File: config.mk
export PLATFORM = sky130hd
export DESIGN_NAME = dequantizer_pipe
export DESIGN_NICKNAME = d
export VERILOG_FILES = /design/src/rtl/dequantizer_pipe.sv
export SDC_FILE = /design/constraint.sdc
export NUM_CORES = 1
export LEC_CHECK = 0
export CAP_MARGIN = 15
export CORE_MARGIN = 2
export CORE_UTILIZATION = 55
export CTS_BUF_LIST = sky130_fd_sc_hd__clkbuf_2 sky130_fd_sc_hd__clkbuf_4 sky130_fd_sc_hd__clkbuf_8
export CTS_CLUSTER_SIZE = 20
export DETAILED_ROUTE_END_ITERATION = 8
export GPL_ROUTABILITY_DRIVEN = 0
export PLACE_DENSITY = 0.77
export SYNTH_ARGS = -nofsm -noshare
export SYNTH_HDL_FRONTEND = slang
export SYNTH_SLANG_ARGS = --single-unit
export TNS_END_PERCENT = 100
File: constraint.sdc
create_clock -name clk -period 8 [get_ports clk]
set_input_delay 2 -clock clk [delete_from_list [all_inputs] [get_ports clk]]
set_output_delay 2 -clock clk [all_outputs]
set_load 0.1 [all_outputs]
File: src/rtl/dequantizer_pipe.sv
// dequantizer_pipe: signed 32-bit quantization level -> FP32, multiplied by a per-sample
// weight/activation scale; 5-stage pipeline. Define DEQ_SATURATE_EN to clamp overflow to max finite.
module dequantizer_pipe #(
    parameter logic [31:0] W_SCALE = 32'h3ABFFFE0,
    parameter logic [31:0] A_SCALE = 32'h36200013
) (
    input  logic               clk,
    input  logic               rst,
    input  logic signed [31:0] level_int,
    input  logic               is_weight,
    output logic        [31:0] weight_fp_reg,
    output logic               ovfl_reg,
    output logic               unfl_reg,
    output logic               excp_reg
);

    function automatic logic [4:0] lead_one(input logic [31:0] v);
        logic [4:0] pos;
        pos = 5'd0;
        for (int i = 0; i < 32; i++) begin
            if (v[i]) pos = i[4:0];
        end
        return pos;
    endfunction

    function automatic logic rne_up(input logic lsb, input logic guard,
                                    input logic round, input logic sticky);
        return guard & (round | sticky | lsb);
    endfunction

    function automatic logic [31:0] ovfl_result(input logic sign);
`ifdef DEQ_SATURATE_EN
        return {sign, 31'h7F7FFFFF};
`else
        return {sign, 31'h7F800000};
`endif
    endfunction

    // Stage 1: capture the level and the scale chosen for this sample
    logic signed [31:0] level_p1;
    logic        [31:0] scale_p1;
    logic               vld_p1;

    always_ff @(posedge clk or posedge rst) begin
        if (rst) begin
            level_p1 <= '0;
            scale_p1 <= '0;
            vld_p1   <= 1'b0;
        end else begin
            level_p1 <= level_int;
            scale_p1 <= is_weight ? W_SCALE : A_SCALE;
            vld_p1   <= 1'b1;
        end
    end

    // Stage 2: integer to FP32 with round-to-nearest-even, scale unpacked alongside
    logic        a_sign_c;
    logic [31:0] a_mag_c;
    logic [31:0] a_norm_c;
    logic [4:0]  a_pos_c;
    logic [24:0] a_sum_c;
    logic [23:0] a_man_c;
    logic [7:0]  a_exp_c;

    always_comb begin
        a_sign_c = level_p1[31];
        // -2^31 negates to itself, which read unsigned is the required 2^31
        a_mag_c  = a_sign_c ? unsigned'(-level_p1) : unsigned'(level_p1);
        a_pos_c  = lead_one(a_mag_c);
        a_norm_c = a_mag_c << (5'd31 - a_pos_c);
        a_sum_c  = {1'b0, a_norm_c[31:8]}
                 + {24'd0, rne_up(a_norm_c[8], a_norm_c[7], a_norm_c[6], |a_norm_c[5:0])};
        a_man_c  = a_sum_c[24] ? 24'h800000 : a_sum_c[23:0];
        a_exp_c  = 8'd127 + {3'd0, a_pos_c} + {7'd0, a_sum_c[24]};
    end

    logic        a_sign_p2, a_zero_p2;
    logic [7:0]  a_exp_p2;
    logic [23:0] a_man_p2;
    logic        b_sign_p2, b_zero_p2, b_spec_p2, b_nan_p2;
    logic [7:0]  b_exp_p2;
    logic [23:0] b_man_p2;
    logic        vld_p2;

    always_ff @(posedge clk or posedge rst) begin
        if (rst) begin
            a_sign_p2 <= 1'b0;
            a_zero_p2 <= 1'b0;
            a_exp_p2  <= '0;
            a_man_p2  <= '0;
            b_sign_p2 <= 1'b0;
            b_zero_p2 <= 1'b0;
            b_spec_p2 <= 1'b0;
            b_nan_p2  <= 1'b0;
            b_exp_p2  <= '0;
            b_man_p2  <= '0;
            vld_p2    <= 1'b0;
        end else begin
            a_sign_p2 <= a_sign_c;
            a_zero_p2 <= (level_p1 == 32'sd0);
            a_exp_p2  <= a_exp_c;
            a_man_p2  <= a_man_c;
            b_sign_p2 <= scale_p1[31];
            // denormal scales are treated as zero, so exponent 0 alone marks zero
            b_zero_p2 <= (scale_p1[30:23] == 8'h00);
            b_spec_p2 <= (scale_p1[30:23] == 8'hFF);
            b_nan_p2  <= (scale_p1[30:23] == 8'hFF) && (scale_p1[22:0] != 23'd0);
            b_exp_p2  <= scale_p1[30:23];
            b_man_p2  <= {1'b1, scale_p1[22:0]};
            vld_p2    <= vld_p1;
        end
    end

    // Stage 3: mantissa product, sign and exponent sum
    logic signed [9:0] exp_sum_c;

    always_comb begin
        exp_sum_c = signed'({2'b00, a_exp_p2}) + signed'({2'b00, b_exp_p2}) - 10'sd127;
    end

    logic [47:0]       prod_p3;
    logic signed [9:0] exp_p3;
    logic              sign_p3, zero_p3, excp_p3, nan_p3;
    logic              vld_p3;

    always_ff @(posedge clk or posedge rst) begin
        if (rst) begin
            prod_p3 <= '0;
            exp_p3  <= '0;
            sign_p3 <= 1'b0;
            zero_p3 <= 1'b0;
            excp_p3 <= 1'b0;
            nan_p3  <= 1'b0;
            vld_p3  <= 1'b0;
        end else begin
            prod_p3 <= {24'd0, a_man_p2} * {24'd0, b_man_p2};
            exp_p3  <= exp_sum_c;
            sign_p3 <= a_sign_p2 ^ b_sign_p2;
            zero_p3 <= (a_zero_p2 | b_zero_p2) & ~b_spec_p2;
            excp_p3 <= b_spec_p2;
            nan_p3  <= b_nan_p2 | (b_spec_p2 & a_zero_p2);
            vld_p3  <= vld_p2;
        end
    end

    // Stage 4: normalize the product into [1,2) and round to nearest even
    logic [22:0]       m_frac_c;
    logic              m_guard_c, m_round_c, m_sticky_c;
    logic [23:0]       m_sum_c;
    logic signed [9:0] m_exp_c;

    always_comb begin
        if (prod_p3[47]) begin
            m_frac_c   = prod_p3[46:24];
            m_guard_c  = prod_p3[23];
            m_round_c  = prod_p3[22];
            m_sticky_c = |prod_p3[21:0];
        end else begin
            m_frac_c   = prod_p3[45:23];
            m_guard_c  = prod_p3[22];
            m_round_c  = prod_p3[21];
            m_sticky_c = |prod_p3[20:0];
        end
        // a carry out of the fraction means the significand rolled over to 2.0
        m_sum_c = {1'b0, m_frac_c}
                + {23'd0, rne_up(m_frac_c[0], m_guard_c, m_round_c, m_sticky_c)};
        m_exp_c = exp_p3 + signed'({9'd0, prod_p3[47]}) + signed'({9'd0, m_sum_c[23]});
    end

    logic [22:0]       frac_p4;
    logic signed [9:0] exp_p4;
    logic              sign_p4, zero_p4, excp_p4, nan_p4;
    logic              vld_p4;

    always_ff @(posedge clk or posedge rst) begin
        if (rst) begin
            frac_p4 <= '0;
            exp_p4  <= '0;
            sign_p4 <= 1'b0;
            zero_p4 <= 1'b0;
            excp_p4 <= 1'b0;
            nan_p4  <= 1'b0;
            vld_p4  <= 1'b0;
        end else begin
            frac_p4 <= m_sum_c[22:0];
            exp_p4  <= m_exp_c;
            sign_p4 <= sign_p3;
            zero_p4 <= zero_p3;
            excp_p4 <= excp_p3;
            nan_p4  <= nan_p3;
            vld_p4  <= vld_p3;
        end
    end

    // Stage 5: special-case resolution, packing and output registers
    logic [31:0] res_c;
    logic        ovfl_c, unfl_c, excp_c;

    always_comb begin
        res_c  = {sign_p4, exp_p4[7:0], frac_p4};
        ovfl_c = 1'b0;
        unfl_c = 1'b0;
        excp_c = 1'b0;
        if (excp_p4) begin
            excp_c = 1'b1;
            res_c  = nan_p4 ? 32'h7FC00000 : {sign_p4, 31'h7F800000};
        end else if (zero_p4) begin
            res_c = {sign_p4, 31'd0};
        end else if (exp_p4 >= 10'sd255) begin
            ovfl_c = 1'b1;
            res_c  = ovfl_result(sign_p4);
        end else if (exp_p4 <= 10'sd0) begin
            unfl_c = 1'b1;
            res_c  = {sign_p4, 31'd0};
        end
    end

    always_ff @(posedge clk or posedge rst) begin
        if (rst) begin
            weight_fp_reg <= '0;
            ovfl_reg      <= 1'b0;
            unfl_reg      <= 1'b0;
            excp_reg      <= 1'b0;
        end else if (vld_p4) begin
            weight_fp_reg <= res_c;
            ovfl_reg      <= ovfl_c;
            unfl_reg      <= unfl_c;
            excp_reg      <= excp_c;
        end else begin
            weight_fp_reg <= '0;
            ovfl_reg      <= 1'b0;
            unfl_reg      <= 1'b0;
            excp_reg      <= 1'b0;
        end
    end

endmodule

# [Word-level counts from Yosys, hierarchy flattened]
# Cells that the tools add are included.
[totals] regBits=266 inputBits=35 out_inout_bits=35 word_cells=120
[op_classes] n_addsub=10 n_mul=1 order_cmp=2 eq_ne=1 shift=1 mux=55 bitwise=12 n_reduce_logical=7
[op_table] op="2-to-1 mux 5 bit" n=30
[op_table] op="2-to-1 mux 32 bit" n=4
[op_table] op="2-to-1 mux 31 bit" n=3
[op_table] op="multiplier 24 x 24 -> 48 bit" n=1
[op_table] op="zero test 32 bit" n=1
[op_table] op="negation 32 bit" n=1
[op_table] op="<< shifter 32 x 5 -> 32 bit" n=1
[op_table] op="2-to-1 mux 28 bit" n=1
[op_table] op="adder 24 x 1 -> 25 bit" n=1
[op_table] op="adder 23 x 1 -> 24 bit" n=1
[op_table] op="2-to-1 mux 24 bit" n=1
[op_table] op="2-to-1 mux 23 bit" n=1
[op_table] op="nonzero test 23 bit" n=1
[op_table] op="OR reduction 22 bit" n=1
[op_table] op="OR reduction 21 bit" n=1
[op_table] op="adder 10 x 2 -> 10 bit" n=2
[op_table] op="2-to-1 mux 1 bit" n=15
[op_table] op=">= comparator 10 x 9 -> 1 bit, second input constant" n=1
[op_table] op="less-or-equal comparator 10 x 1 -> 1 bit, second input constant" n=1
[op_table] op="subtractor 9 x 7 -> 10 bit, second input constant" n=1
[op_table] op="adder 8 x 7 -> 9 bit" n=1
[op_table] op="adder 7 x 5 -> 8 bit, first input constant" n=1
[op_table] op="adder 8 x 1 -> 8 bit" n=1
[op_table] op="equality test 7 x 8 -> 1 bit, second input constant" n=1
[op_table] op="8 further kinds" n=16

# [Logic depth before layout (Yosys ltp)]
# Gate-level depths: netlist (run 1).
[logic_depth] word_depth=41 ltp_mapped=31

# [Worst setup path after synthesis (run 1)]
# OpenSTA, ideal clock, no wires.
[synth_path] kind="register to register" from="reg, netlist name b_exp_p2[4]" to="reg prod_p3[44]" setup_time_ns=0.080 t_arrival_ns=7.714 setup_slack_ns=0.206 path_stages_with_launch=32 path_buffers=1 cell_sequence="dfrtp_1 clkbuf_1 and2_1 fa_1 inv_1 fa_1 inv_1 fa_1 inv_1 fa_1 inv_1 fa_1 inv_1 fa_1 inv_1 fa_1 ha_1 o21a_1 o2111ai_1 o21ai_0 nor3_1 o41ai_1 a31oi_1 o41a_1 nor2b_1 o21a_1 o41ai_1 o21ai_0 o21ai_0 o21bai_1 a21oi_1 xnor2_1"
[synth_rtl] element="to (signal assigned)" line="136" rtl="prod_p3 <= {24'd0, a_man_p2} * {24'd0, b_man_p2};"
[synth_rtl] element="to (decl)" line="121" rtl="logic [47:0] prod_p3;"

==> impl_metrics.tcl, run 1 <==
set metrics [dict create \
    first_global_vias 20360 \
    worstPathBufferInverterCount 7 \
    grt_antenna_before_repair 0 \
    htree_levels 2 \
    largest_register_ff_count 48 \
    wl_met1_mm 24.1 \
    uppermost_layer_routed "met4" \
    wire_length_of_the_first_global_routing_pass_mm 105 \
    met3_wirelength_mm 5.23 \
    synth-seq-area-share_pct 20.5 \
    worst_slew_pin_slew_ns 1.03 \
    tritoncts_num_sinks 204 \
    placeableCoreArea_um2 45100 \
    yosys-top-cells-area "sky130_fd_sc_hd__fa_1 (25%), sky130_fd_sc_hd__dfrtp_1 (20%), sky130_fd_sc_hd__ha_1 (12%), sky130_fd_sc_hd__inv_1 (6.8%), sky130_fd_sc_hd__xnor2_1 (3.3%)" \
    timing.critical_path.fanout_max 6 \
    cts-buffers-inserted 36 \
    start_kind "register" \
    finalSetupViolations 0 \
    diodes 0 \
    critPathTopFamily "adder cells" \
    worst-endpoint-arrival_ns 8.21 \
    signed_area_change_from_the_synthesized_netlist_to_the_final_layout_pct 9.94 \
    maxClockFrequency_mhz 130 \
    detailed_place_hpwl_mm 53.3 \
    async_flop_share_pct 100 \
    row_count 78 \
    finish.net_count 3268 \
    slowest_stage "sky130_fd_sc_hd__fa_1" \
    synth_top_area_share_pct 24.5 \
    netlist.top_cell.by_area "sky130_fd_sc_hd__fa_1" \
    vias_per_cell 6.02 \
    fp.dieH_um 217 \
    track_usage_pct 27.9 \
    wl_per_cell_um 19.5 \
    clkTransAtPathRegs_ns 0.06 \
    clkLatencyLatePin_ns 0.62 \
    max_transition_margin_pct 30.6 \
    routed-via-count 19941 \
    most_frequently_used_flop_master_after_synthesis "sky130_fd_sc_hd__dfrtp_1" \
    dr_wl_met2_mm 31.2 \
    max_cap_violations 0 \
    route.final.wire_length_mm 64.7 \
    die-width_um 217 \
    layout_worst_path_cycle_share_pct 96.3 \
    final-max-slew-violation-count 0 \
    post_synth_instance_area_um2 25000 \
    dr.pass1.iters 9 \
    outcome "complete, no violations" \
    postSynthAreaPerCell_um2 9.58 \
    die-area_um2 47100 \
    post_synth_inst_count 2606 \
    worst_hold_path_type "register to register" \
    synth_cell_types 104 \
    number_of_flops_mapped_to_enable_cells_by_yosys 0 \
    synth_seq_cells 204 \
    crit_required_ns 8.51 \
    tritoncts_clock_tree "built" \
    finalHoldViolations 0 \
    overflow 0 \
    cts_max_path_buffers 3 \
    drc 0 \
    postRouteAntennaNets 0 \
    fraction_of_final_layout_cells_with_drive_strength_greater_than_1_pct 8.15 \
    worst_path_most_repeated_cell "sky130_fd_sc_hd__fa_1" \
    finalWorstPathRequiredPeriod_ns 7.70 \
    critical_path.max_stage_delay_ns 0.59 \
    design.portCount 70 \
    finClkSkew_ns 0.0735 \
    timing.critical_path.to_type "register" \
    layout.cells.most_common "sky130_fd_sc_hd__inv_1" \
    ctsRootBufferMaster "sky130_fd_sc_hd__clkbuf_8" \
    yosysWarnings 0 \
    grt_start_max_net_pins 84 \
    worst-setup-path-type "register to register" \
    drt_first_iter_violations 2376 \
    start_util_pct 55.3 \
    port_buffers 68 \
    hold_slack_ns 0.344 \
    mostFrequentLayoutCells "sky130_fd_sc_hd__inv_1 (452), sky130_fd_sc_hd__fa_1 (305), sky130_fd_sc_hd__ha_1 (240), sky130_fd_sc_hd__dfrtp_1 (200), sky130_fd_sc_hd__and2_1 (126)" \
    synth.net_count 3188 \
]
-- synth_stat cells, types with 54 or more instances --
library cell	number
sky130_fd_sc_hd__a21oi_1	91
sky130_fd_sc_hd__ha_1	241
sky130_fd_sc_hd__and2_1	129
sky130_fd_sc_hd__inv_1	453
sky130_fd_sc_hd__nor2_1	105
sky130_fd_sc_hd__fa_1	306
sky130_fd_sc_hd__nand3_1	54
sky130_fd_sc_hd__nand2_1	117
sky130_fd_sc_hd__nor3_1	68
sky130_fd_sc_hd__xnor2_1	94
sky130_fd_sc_hd__o21ai_0	76
sky130_fd_sc_hd__dfrtp_1	204
-- logic make-up after synthesis --
| kind of cell | after synthesis | share of synthesized area (%) |
|---|---|---|
| mux | 39 | 1.69 |
| other cells | 2 | 0.0301 |
| flops | 204 | 20.5 |
| xor+xnor | 133 | 4.70 |
| simple gates | 671 | 14.9 |
| fa+ha+maj | 547 | 36.6 |
| compound gates | 459 | 13.0 |
| buf+inv | 551 | 8.59 |
-- worst paths after layout --
kind | startpoint | to | slack, ns | cells past startpoint
worst min register to register | a_sign_p2 | sign_p3 | 0.34 | 0
worst min-delay path | a_sign_p2 | sign_p3 | 0.34 | 0
max in group asynchronous | rst | prod_p3[38] | 4.84 | 3
worst max-delay path | b_exp_p2[4] | prod_p3[40] | 0.30 | 30
min in group asynchronous | rst | level_p1[23] | 1.84 | 2
worst max register to register | b_exp_p2[4] | prod_p3[40] | 0.30 | 30
-- area by class of cell --
cell class	instances	area [µm²]
Clock inverter	8	174
Fill cell	3607	17700
Tap cell	600	751
Clock buffer	56	689
Inverter	455	1720
Multi-Input combinational cell	1851	17800
Timing Repair Buffer	138	1200
Sequential cell	204	5110
-- metrics by stage --
step / worst slack [ns] / cell area (µm²) / instances / TNS, ns / utilization [%]
after floorplan: 0.206 / 25000 / 2606 / 0 / -
after global routing: -0.0279 / 27400 / 3312 / -0.0279 / 60.8
after CTS: 0.0540 / 27300 / 3307 / 0 / 60.6
after global placement: 0.115 / 26500 / 3243 / 0 / 58.7
after detailed placement: -0.190 / 26500 / 3243 / -0.367 / 58.7
final: 0.300 / 27400 / 3312 / 0 / 60.8
-- metal layers --
metal / global-route usage, % / vias up
met5: 0 / -
met2: 48.0 / 1073
met4: 14.3 / 0
li1: - / 8948
met3: 5.21 / 335
met1: 33.5 / 9585
-- what timing repair did --
| item | 4_1_cts | 5_1_grt |
|---|---|---|
| buffers inserted | 0 | 3 |
| setup endpoints to repair | 3 | 7 |
| pin swaps | 0 | 5 |
| gates resized for setup | 2 | 19 |
| hold buffers | 0 | 0 |
Power of run 1 is left out: the tool's default activity adds up to more than one toggle a clock period on the data nets, which glitch-free logic cannot reach.
==> inputs of run 2 (changes only) <==
- CORE_ASPECT_RATIO: unset -> 0.8
- CORE_MARGIN: 2 -> unset
- RECOVER_POWER: unset -> 50
==> impl_metrics.tcl, run 2 (synthesis gave the netlist of run 1 again) <==
set metrics [dict create \
    ctsRootBufferMaster "sky130_fd_sc_hd__clkbuf_8" \
    slowest_stage "sky130_fd_sc_hd__fa_2" \
    largest_register_ff_count 48 \
    worstPathBufferInverterCount 6 \
    n_fill_cell 3603 \
    placeableCoreArea_um2 44500 \
    worst-endpoint-arrival_ns 8.19 \
    maxClockFrequency_mhz 130 \
    finalSetupViolations 0 \
    drt_first_iter_violations 2823 \
    clkTransAtPathRegs_ns 0.06 \
    postRouteAntennaNets 0 \
    layout.cells.non_filler 3313 \
    vias_per_cell 6.08 \
    mostFrequentLayoutCells "sky130_fd_sc_hd__inv_1 (451), sky130_fd_sc_hd__fa_1 (294), sky130_fd_sc_hd__ha_1 (239), sky130_fd_sc_hd__dfrtp_1 (202), sky130_fd_sc_hd__and2_1 (121)" \
    dpl.cell_count 3248 \
    route.final.wire_length_mm 67.2 \
    worst_hold_path_type "register to register" \
    worst-setup-path-type "register to register" \
    diodes 0 \
    cts_max_path_buffers 3 \
    wire_length_of_the_first_global_routing_pass_mm 107 \
    port_buffers 68 \
    routed-via-count 20148 \
    dr.pass1.iters 9 \
    setup_repair_after_global_routing_missed_its_margin "true" \
    row_count 69 \
    cts_hold_buf 0 \
    die-width_um 240 \
    clkLatencyLatePin_ns 0.59 \
    timing.critical_path.to_type "register" \
    fp.dieH_um 193 \
    drc 16 \
    finalHoldViolations 0 \
    detailed_place_hpwl_mm 54.7 \
    post_dp_cell_area_um2 26500 \
    timing.critical_path.fanout_max 7 \
    final-max-slew-violation-count 0 \
    grt_start_max_net_pins 122 \
    max_transition_margin_pct 18.0 \
    design.portCount 70 \
    worst_slew_pin_slew_ns 1.22 \
    start_kind "register" \
    critical_path.max_stage_delay_ns 0.59 \
    finish.net_count 3272 \
    worst_path_most_repeated_cell "sky130_fd_sc_hd__fa_1" \
    fraction_of_final_layout_cells_with_drive_strength_greater_than_1_pct 8.82 \
    layout_worst_path_cycle_share_pct 96.2 \
    first_global_vias 20221 \
    grt_antenna_before_repair 1 \
    max_cap_violations 0 \
    htree_levels 2 \
    outcome "finished, violations left" \
    tritoncts_clock_tree "built" \
    start_util_pct 56.0 \
    overflow 0 \
    violations "DRC" \
    signed_area_change_from_the_synthesized_netlist_to_the_final_layout_pct 9.66 \
    crit_required_ns 8.49 \
    die-area_um2 46200 \
    layout.cells.most_common "sky130_fd_sc_hd__inv_1" \
    final_core_util_pct 61.4 \
    hold_slack_ns 0.348 \
    tritoncts_num_sinks 204 \
    wl_per_cell_um 20.3 \
    finalWorstPathRequiredPeriod_ns 7.69 \
    fin_area_um2 27400 \
    critPathTopFamily "adder cells" \
    finClkSkew_ns 0.0440 \
    cts-buffers-inserted 34 \
    track_usage_pct 29.8 \
]
==> run 2: cell types whose count changed in the layout (fill, tap and decap cells not counted), sizes merged <==
| cell | delta |
|---|---|
| buf | +7 |
| bufinv | -4 |
| clkbuf | -6 |
| clkinvlp | +1 |
==> run 2: routing by layer <==
layer | part of all wire [%] | up-vias | global-route usage, %
li1 | - | 8930 | -
met1 | 40 | 9785 | 40.0
met3 | 12 | 256 | 8.94
met4 | 3.6 | 4 | 9.51
met2 | 44 | 1173 | 46.0
met5 | 0.091 | - | 0
==> run 2: layout make-up <==
type                    instances  area, µm²  share of cell area (%)
clock buffers                  51        627                    2.29
clock inverters                 5       33.8                   0.123
inverters                     455       1720                    6.27
multi-input cells            1851      17900                    65.3
flip-flops and latches        204       5110                    18.7
well taps                     603        754                    2.76
repair buffers                144       1250                    4.56
==> run 2: path summary, 6_finish.rpt <==
kind,startpoint,end,slack [ns],cells after the start
max in group asynchronous,rst,b_exp_p2[4],4.46,3
setup / recovery,b_exp_p2[4],prod_p3[44],0.31,30
setup reg to reg,b_exp_p2[4],prod_p3[44],0.31,30
hold / removal,vld_p3,vld_p4,0.35,0
hold reg to reg,vld_p3,vld_p4,0.35,0
min in group asynchronous,rst,ovfl_reg,1.95,2
==> run 2: what timing repair did <==
action / in CTS / in global routing
setup buffers: 0 / 9
resized for setup: 3 / 47
pin swaps: 0 / 17
setup endpoints to repair: 3 / 8
==> run 2: metrics by stage <==
stage | TNS [ns] | setup WS [ns]
2_1_floorplan | 0 | 0.206
3_3_place_gp | 0 | 0.0145
3_5_place_dp | -0.230 | -0.136
4_1_cts | 0 | 0.00615
5_1_grt | -0.0560 | -0.0381
6_report | 0 | 0.307
Power of run 2 is left out for the same reason.
